**src/rtl/cbfp_pkg.sv**
```systemverilog
// Shared widths, types and helpers for the CBFP normalization stage.
package cbfp_pkg;
    localparam int LANES     = 8;
    localparam int LZC_WIDTH = 5;
    localparam int IN_W      = 23;
    localparam int OUT_W     = 11;

    typedef logic [LZC_WIDTH-1:0]    lzc_t;
    typedef logic signed [IN_W-1:0]  smp_in_t;
    typedef logic signed [OUT_W-1:0] smp_out_t;

    typedef struct packed {
        logic                        valid;
        logic [LANES-1:0][IN_W-1:0]  re;
        logic [LANES-1:0][IN_W-1:0]  im;
    } grp_in_t;

    // A shift of IN_W-1 already moves the LSB into the sign position.
    function automatic lzc_t clamp_shift(input lzc_t lzc);
        return (lzc > lzc_t'(IN_W - 1)) ? lzc_t'(IN_W - 1) : lzc;
    endfunction
endpackage

```
**src/rtl/cbfp_exp_fifo.sv**
```systemverilog
// Exponent FIFO: synchronous, power-of-2 depth, with push-while-full overflow pulse.
module cbfp_exp_fifo
    import cbfp_pkg::*;
#(
    parameter int DEPTH = 8
) (
    input  logic clk,
    input  logic rstn,
    input  logic push,
    input  lzc_t din,
    input  logic pop_req,
    output lzc_t dout,
    output logic valid,
    output logic full,
    output logic ovf
);
    localparam int AW = $clog2(DEPTH);
    localparam logic [AW:0] FULL_CNT = (AW + 1)'(DEPTH);

    lzc_t          mem [DEPTH];
    logic [AW-1:0] wr_ptr;
    logic [AW-1:0] rd_ptr;
    logic [AW:0]   count;
    logic          empty;
    logic          pop;
    logic          push_ok;

    assign empty   = (count == '0);
    assign full    = (count == FULL_CNT);
    assign pop     = pop_req && !empty;
    // A pop in the same cycle frees the slot, so a full FIFO still accepts.
    assign push_ok = push && (!full || pop);
    assign ovf     = push && full && !pop;
    assign valid   = !empty;
    assign dout    = empty ? '0 : mem[rd_ptr];

    // NOTE: sequential state uses non-blocking assignments so every flop samples pre-edge values.
    always_ff @(posedge clk or negedge rstn) begin
        if (!rstn) begin
            wr_ptr <= '0;
            rd_ptr <= '0;
            count  <= '0;
        end else begin
            if (push_ok) wr_ptr <= wr_ptr + 1'b1;
            if (pop)     rd_ptr <= rd_ptr + 1'b1;
            case ({push_ok, pop})
                2'b10:   count <= count + 1'b1;
                2'b01:   count <= count - 1'b1;
                default: count <= count;
            endcase
        end
    end

    // NOTE: storage is not reset; the empty-gated dout keeps stale entries invisible.
    always_ff @(posedge clk) begin
        if (push_ok) mem[wr_ptr] <= din;
    end
endmodule

```
**src/rtl/cbfp_norm_8in.sv**
```systemverilog
// CBFP normalizer: delays 8 complex samples until the group min LZC arrives,
// left-shifts and truncates them, and queues the applied exponent.
module cbfp_norm_8in
    import cbfp_pkg::*;
#(
    parameter int MIN_LAT   = 1,
    parameter int EXP_DEPTH = 8
) (
    input  logic                        clk,
    input  logic                        rstn,
    input  logic                        en,
    input  logic                        in_valid,
    input  logic [LANES-1:0][IN_W-1:0]  in_re,
    input  logic [LANES-1:0][IN_W-1:0]  in_im,
    input  logic                        min_valid,
    input  logic [LZC_WIDTH-1:0]        min_lzc,
    output logic                        out_valid,
    output logic [LANES-1:0][OUT_W-1:0] out_re,
    output logic [LANES-1:0][OUT_W-1:0] out_im,
    output logic                        exp_valid,
    input  logic                        exp_ready,
    output logic [LZC_WIDTH-1:0]        exp_out,
    output logic                        exp_full,
    output logic                        err_sync,
    output logic                        err_ovf
);
    grp_in_t dl [MIN_LAT];
    grp_in_t d_grp;

    for (genvar k = 0; k < MIN_LAT; k++) begin : g_dl
        if (k == 0) begin : g_head
            always_ff @(posedge clk or negedge rstn) begin
                if (!rstn)   dl[0] <= '0;
                else if (en) dl[0] <= '{valid: in_valid, re: in_re, im: in_im};
            end
        end else begin : g_tail
            always_ff @(posedge clk or negedge rstn) begin
                if (!rstn)   dl[k] <= '0;
                else if (en) dl[k] <= dl[k-1];
            end
        end
    end

    assign d_grp = dl[MIN_LAT-1];

    lzc_t                        sh;
    logic                        fire;
    logic                        ovf;
    logic [LANES-1:0][OUT_W-1:0] nxt_re;
    logic [LANES-1:0][OUT_W-1:0] nxt_im;

    assign sh   = clamp_shift(min_lzc);
    assign fire = en && d_grp.valid && min_valid;

    for (genvar l = 0; l < LANES; l++) begin : g_lane
        smp_in_t t_re;
        smp_in_t t_im;
        assign t_re      = d_grp.re[l] << sh;
        assign t_im      = d_grp.im[l] << sh;
        assign nxt_re[l] = t_re[IN_W-1 -: OUT_W];
        assign nxt_im[l] = t_im[IN_W-1 -: OUT_W];
    end

    always_ff @(posedge clk or negedge rstn) begin
        if (!rstn) begin
            out_valid <= 1'b0;
            out_re    <= '0;
            out_im    <= '0;
            err_sync  <= 1'b0;
            err_ovf   <= 1'b0;
        end else begin
            if (en) out_valid <= fire;
            if (fire) begin
                out_re <= nxt_re;
                out_im <= nxt_im;
            end
            // A group without its lzc (or the reverse) means the two pipes slipped.
            if (en && (d_grp.valid != min_valid)) err_sync <= 1'b1;
            if (ovf) err_ovf <= 1'b1;
        end
    end

    cbfp_exp_fifo #(
        .DEPTH (EXP_DEPTH)
    ) u_exp_fifo (
        .clk     (clk),
        .rstn    (rstn),
        .push    (fire),
        .din     (sh),
        .pop_req (exp_ready),
        .dout    (exp_out),
        .valid   (exp_valid),
        .full    (exp_full),
        .ovf     (ovf)
    );
endmodule

```
**config.mk**
```make
export PLATFORM = sky130hd
export DESIGN_NAME = cbfp_norm_8in
export DESIGN_NICKNAME = d
export VERILOG_FILES = /design/src/rtl/cbfp_pkg.sv /design/src/rtl/cbfp_exp_fifo.sv /design/src/rtl/cbfp_norm_8in.sv
export SDC_FILE = /design/constraint.sdc
export NUM_CORES = 2
export LEC_CHECK = 0
export ABC_AREA = 1
export BUFFER_PORTS_ARGS = -buffer_cell sky130_fd_sc_hd__buf_4
export CAP_MARGIN = 20
export CORE_MARGIN = 4
export CORE_UTILIZATION = 34
export DETAILED_ROUTE_END_ITERATION = 8
export REMOVE_ABC_BUFFERS = 1
export SETUP_SLACK_MARGIN = 0.2
export SYNTH_ARGS = -nofsm -noshare
export SYNTH_HDL_FRONTEND = slang
export SYNTH_SLANG_ARGS = --single-unit
```
**constraint.sdc**
```tcl
create_clock -name clk -period 2.1 [get_ports clk]
set_input_delay 0.42 -clock clk [delete_from_list [all_inputs] [get_ports clk]]
set_output_delay 0.42 -clock clk [all_outputs]
set_load 0.005 [all_outputs]
```
After elaboration in Yosys (flattened, before gate mapping)
Memories as Yosys holds them, arrays and structs flattened. Cells that the tools add are included.

Output and inout port bits: 186. Memories: 1. RAM bits: 40. Register bits: 558. Logic and storage cells: 83.

Memories: u_exp_fifo.mem (depth 8, width 5, rd ports 1, clocked after memory_dff 0, write ports 1, RTL line cbfp_exp_fifo.sv:20) `lzc_t mem [DEPTH];`.

Shifts and indexed selects: 16. Muxes and demuxes: 5. $lt $le $gt $ge: 1. Equal/unequal tests: 4. Reductions and logical operators: 13. Add/sub/neg operators: 4.

Operators by type and width (number): << shifter 23 x 5 -> 23 bit (16); 2-to-1 mux 5 bit (2); case mux 4 bit (2 select lines) (1); logical AND 1 bit (7); adder 3 x 1 -> 3 bit (second input constant) (2); greater-than comparator 5 bit (second input constant) (1); adder 4 x 1 -> 4 bit (second input constant) (1); equality test 4 bit (second input constant) (1); zero test 4 bit (1); subtractor 4 x 1 -> 4 bit (second input constant) (1); zero test 1 bit (3); equality test 2 x 1 -> 1 bit (second input constant) (1); equality test 2 bit (second input constant) (1); 2-to-1 mux 1 bit (2); nonzero test 2 bit (1); logical OR 1 bit (1); != test 1 bit (1).

Depth between registers and ports, before layout
Depth in word-level cells: 7. Mapped depth: 16. Gate-level depth less buffers: 14.

Hierarchy
A second synthesis with hierarchy kept.

Cells, all modules: 5978. Area, all modules: 38924.8 sq um.

Modules (own cells, without submodules): cbfp_norm_8in (area each 36710.2 sq um, cells an instance 5776, seq. area each 13713.2 sq um, times used 1); cbfp_exp_fifo (area each 2214.6 sq um, cells an instance 202, seq. area each 1451.4 sq um, times used 1).

Worst setup path before layout
No wires, ideal clock.

Kind: input port to flip-flop. Start: input en. End: register u_exp_fifo.count[3]. Cell stages on the path: 11. Path buffers: 2. Arrival time: 2059 ps. Data required time: 1970 ps. Slack: -90 ps. Cells stage by stage: buf_2 nand3_1 inv_1 buf_2 nand2_1 ha_1 xnor2_1 nand3b_1 o31ai_1 o211ai_1 xor2_1.

Longest elaborated chain between the ends: 5. Elaborated cells on any way between the ends: 7. Classes of those cells: eq/ne: 2; mux: 1; reduce/logical: 4.

RTL lines: from (decl) (RTL line cbfp_norm_8in.sv:11) `input logic en,`; logical AND 1 bit (*) (2 in series) (RTL line cbfp_norm_8in.sv:53) `assign fire = en && d_grp.valid && min_valid;`; logical AND 1 bit (*) (RTL line cbfp_exp_fifo.sv:32) `assign push_ok = push && (!full || pop);`; equality test 2 x 1 -> 1 bit or equality test 2 bit (tied branches) (RTL line cbfp_exp_fifo.sv:46) `case ({push_ok, pop})`; case mux 4 bit (2 select lines) or nonzero test 2 bit (tied branches); to (signal assigned) (RTL line cbfp_exp_fifo.sv:47) `2'b10: count <= count + 1'b1;`; to (signal assigned) (RTL line cbfp_exp_fifo.sv:48) `2'b01: count <= count - 1'b1;`; to (signal assigned) (RTL line cbfp_exp_fifo.sv:49) `default: count <= count;`; to (decl) (RTL line cbfp_exp_fifo.sv:23) `logic [AW:0] count;`.

Every way passes the cells marked *; elsewhere a longest branch is shown, timed or not. A chain may end at the register's enable or synchronous reset.

Worst setup path in the final report
Start: register u_exp_fifo.rd_ptr[0]. End: output exp_out[2].

Longest elaborated chain between the ends: 2.

RTL lines: from (decl) (RTL line cbfp_exp_fifo.sv:22) `logic [AW-1:0] rd_ptr;`; from (signal assigned) (RTL line cbfp_exp_fifo.sv:45) `if (pop) rd_ptr <= rd_ptr + 1'b1;`; memory (8 x 5 bit); 2-to-1 mux 5 bit (RTL line cbfp_exp_fifo.sv:35) `assign dout = empty ? '0 : mem[rd_ptr];`; to (decl) (RTL line cbfp_norm_8in.sv:22) `output logic [LZC_WIDTH-1:0] exp_out,`.

No other way between the ends.

==> out/summary.txt <==
Final hold slack: 32.51 ps
P&R area growth vs syn: 37.84%
Core footprint: 112500 um^2
Syn_area_per_cell: 6.573 um^2
Cts bufs inserted: 75
Vias in the first global route: 42631
Top_reg_cell synth: dfrtp_1
Max VDD drop: 0.0004951 V
Slew Viols, Final: 0
Leak pwr: 27.38 nW
Mux share of post-synthesis cell area: 0.4383%
Iter 0 DRT Violations: 4091
Synth Area in XOR/XNOR: 0.1591%
Initial Utilization: 34.26%
Largest family of logic cells by synthesized area: simple AND/OR/NAND/NOR gates
Netlist cell types: 37
Worst Tran Pin Value: 777.9 ps
Mapped Area: 38540 um^2
Placed Cells: 7888
Endpoints failing hold: 0
Number of synthesized register bits: 598
Commonest non-fill, non-tap cells in the layout: nand2_1, nand3_1, buf_4
Port bufs: 564
Commonest non-fill, non-tap cell in the layout: nand2_1
Status: complete, but fails checks
Global-route wire length before repair: 251900 um
Critical Path Sink Type: primary output
Syn Inst Count: 5863
Worst skew pair latency: 660 ps
Vias: 43837
Avg WL per Cell: 19.85 um
# setup viols final: 9
Bufs on Longest Clock Path: 3
Maxcap violations: 0
Total track usage: 27.30%
FP Rows: 123
Post-synth EDFFs: 40
Filler cells: 11271
Peak fanout along the critical path: 11
Top post-synthesis cells by area: dfrtp_1, nand3_1, nand2_1
Syn. warnings: 0
Sequential area share after synthesis: 39.35%
Final global-route overflow total: 0
Placed cell area: 47000 um^2
Hold Path Sink: d_grp[31]
Vias per cell: 5.253
Num Clock Sinks: 598
Leading area contributor after synthesis: dfrtp_1
HP Class: in -> reg
RSZ-0062 raised after global routing: yes
Die W: 344.7 um
Final wirelength: 165600 um
Clock slew at reported path FFs: 60 ps
Layout cell share with drive strength beyond 1: 17.90%
Synth Area in Compound Gates: 8.860%
Failing checks: negative setup slack
Fraction of the mapped netlist area in adder cells: 0.1623%
Final ANT Viol Nets: 0
Reg2Reg Launch Point: u_exp_fifo.count[0]
1st-pass router iterations: 6
Nets: 7167
WHS Path Cells: 3
Critical path required time: 1680 ps
Reg2reg end: u_exp_fifo.count[3]
HP Start: in_im[31]
Async SR Flop Fraction: 93.31%
Largest net degree at the start of global routing: 93
Post-route minimum period: 2495 ps
H-Tree Depth: 3
Clock skew: 32.77 ps
Residual DRC: 0
PnR worst setup slack: -394.5 ps
Crit start category: flop
Reg2reg setup slack: -180 ps
Initial antenna violation count: 7
Worst slew margin: 48.14%
Cells on worst reg2reg path: 15
Final instance area: 53120 um^2
Io pins: 565
CTS root buf: clkbuf_16
Maximum clock frequency: 0.4009 GHz
Simple-Gate Fraction of Synth Area: 41.04%
Die height: 344.7 um
Fin cells: 8345
Kind of critical path: reg -> out
Share of the synthesized area in the top cell type: 36.23%
Total Die Area: 118800 um^2
Dpl hpwl: 118400 um
Placer Congestion: 0.9483
Final period util: 118.8%
Pwr dens: 775.6 nW/um^2
WP data arrival: 2070 ps
CTS tree: built
## power breakdown
group	switching (W)	internal (W)	total [W]
registers	0.00121	0.0132	0.0144
clock network	0.00550	0.00807	0.0136
logic	0.00742	0.00583	0.0132
total	0.0141	0.0271	0.0412
## synth_stat cells, types with 3 or more instances
master	n
o22ai_1	5
xor2_1	4
nor2_1	77
nand3_1	1525
inv_2	6
o211ai_1	59
or2_2	36
inv_1	477
ha_1	5
mux2_2	15
o21ai_1	33
a21oi_1	71
buf_4	25
buf_2	152
clkbuf_1	193
a31oi_1	5
edfxtp_1	40
o21ai_0	452
nand2_1	2025
buf_6	12
a21boi_1	10
xnor2_1	3
buf_1	59
dfrtp_1	558
## metrics by stage
stage / setup WS, ps / util (%) / total power [W] / setup TNS [ps]
finish: -394.5 / 47.22 / 0.04120 / -2279
global route: -473.9 / 47.22 / 0.04352 / -3206
CTS: -409.0 / 46.98 / 0.04112 / -2376
detailed placement: -306.6 / 41.77 / 0.02644 / -36740
global placement: -310.6 / 41.77 / 0.02630 / -35860
floorplan: -15690 / - / 0.02020 / -3240590
## registers in the layout (all words and copies together) (netlist names)
name	count
d_grp	369
err_ovf	1
err_sync	1
out_im	88
out_re	88
out_valid	1
u_exp_fifo.count	4
u_exp_fifo.mem	40
u_exp_fifo.rd_ptr	3
u_exp_fifo.wr_ptr	3
## per-layer routing
metal | track usage [%] | up-vias | part of all wire (%)
li1 | - | 21012 | -
met1 | 36.81 | 20585 | 42
met2 | 43.74 | 1902 | 45
met3 | 4.417 | 338 | 7.9
met4 | 11.05 | 0 | 4.4
met5 | 0 | - | 0
## cell families (layout without fill, tap and decap cells)
kind of cell | Yosys count | after routing
fa+ha+maj | 5 | 5
simple gates | 3672 | 3672
buf+inv | 925 | 1904
mux | 15 | 15
flops | 598 | 598
xor+xnor | 7 | 7
compound gates | 641 | 641
other cells | 0 | 3
## worst max-delay path, cell delays in order (launching register included)
cell,delay [ps]
dfrtp_2,490
buf_4,190
buf_16,130
nor2_1,60
nor2_2,130
o21ai_4,80
a31oi_1,200
buf_4,140
## worst max path at each step
stage | end | slack, ps | startpoint
2_1_floorplan | out_im[0] | -15690 | min_lzc[3]
5_1_grt | exp_out[1] | -470 | u_exp_fifo.rd_ptr[0]
6_report | exp_out[2] | -390 | u_exp_fifo.rd_ptr[0]
3_5_place_dp | out_re[24] | -310 | min_lzc[4]
3_3_place_gp | out_im[81] | -310 | min_lzc[4]
4_1_cts | exp_out[3] | -410 | u_exp_fifo.rd_ptr[0]
## cell type report
class	count	area (um^2)	area share (%)
inverter	484	1858	3.498
clock buffer	99	2140	4.028
antenna	3	7.507	0.01413
clock inverter	37	429.2	0.8079
tap	1500	1877	3.533
sequential	598	15170	28.55
multi-input combinational	4340	19840	37.35
timing repair inverter	1	7.507	0.01413
timing repair buffer	1283	11790	22.20
## repair_timing
item,in CTS,in global routing
setup endpoints to repair,10,56
endpoints found under the hold margin,367,0
pin swaps,9,10
setup buffers,8,6
hold buffers,301,0
resized for setup,54,59
cloned,2,1
Note: power is estimated with default switching activity, not from simulation.
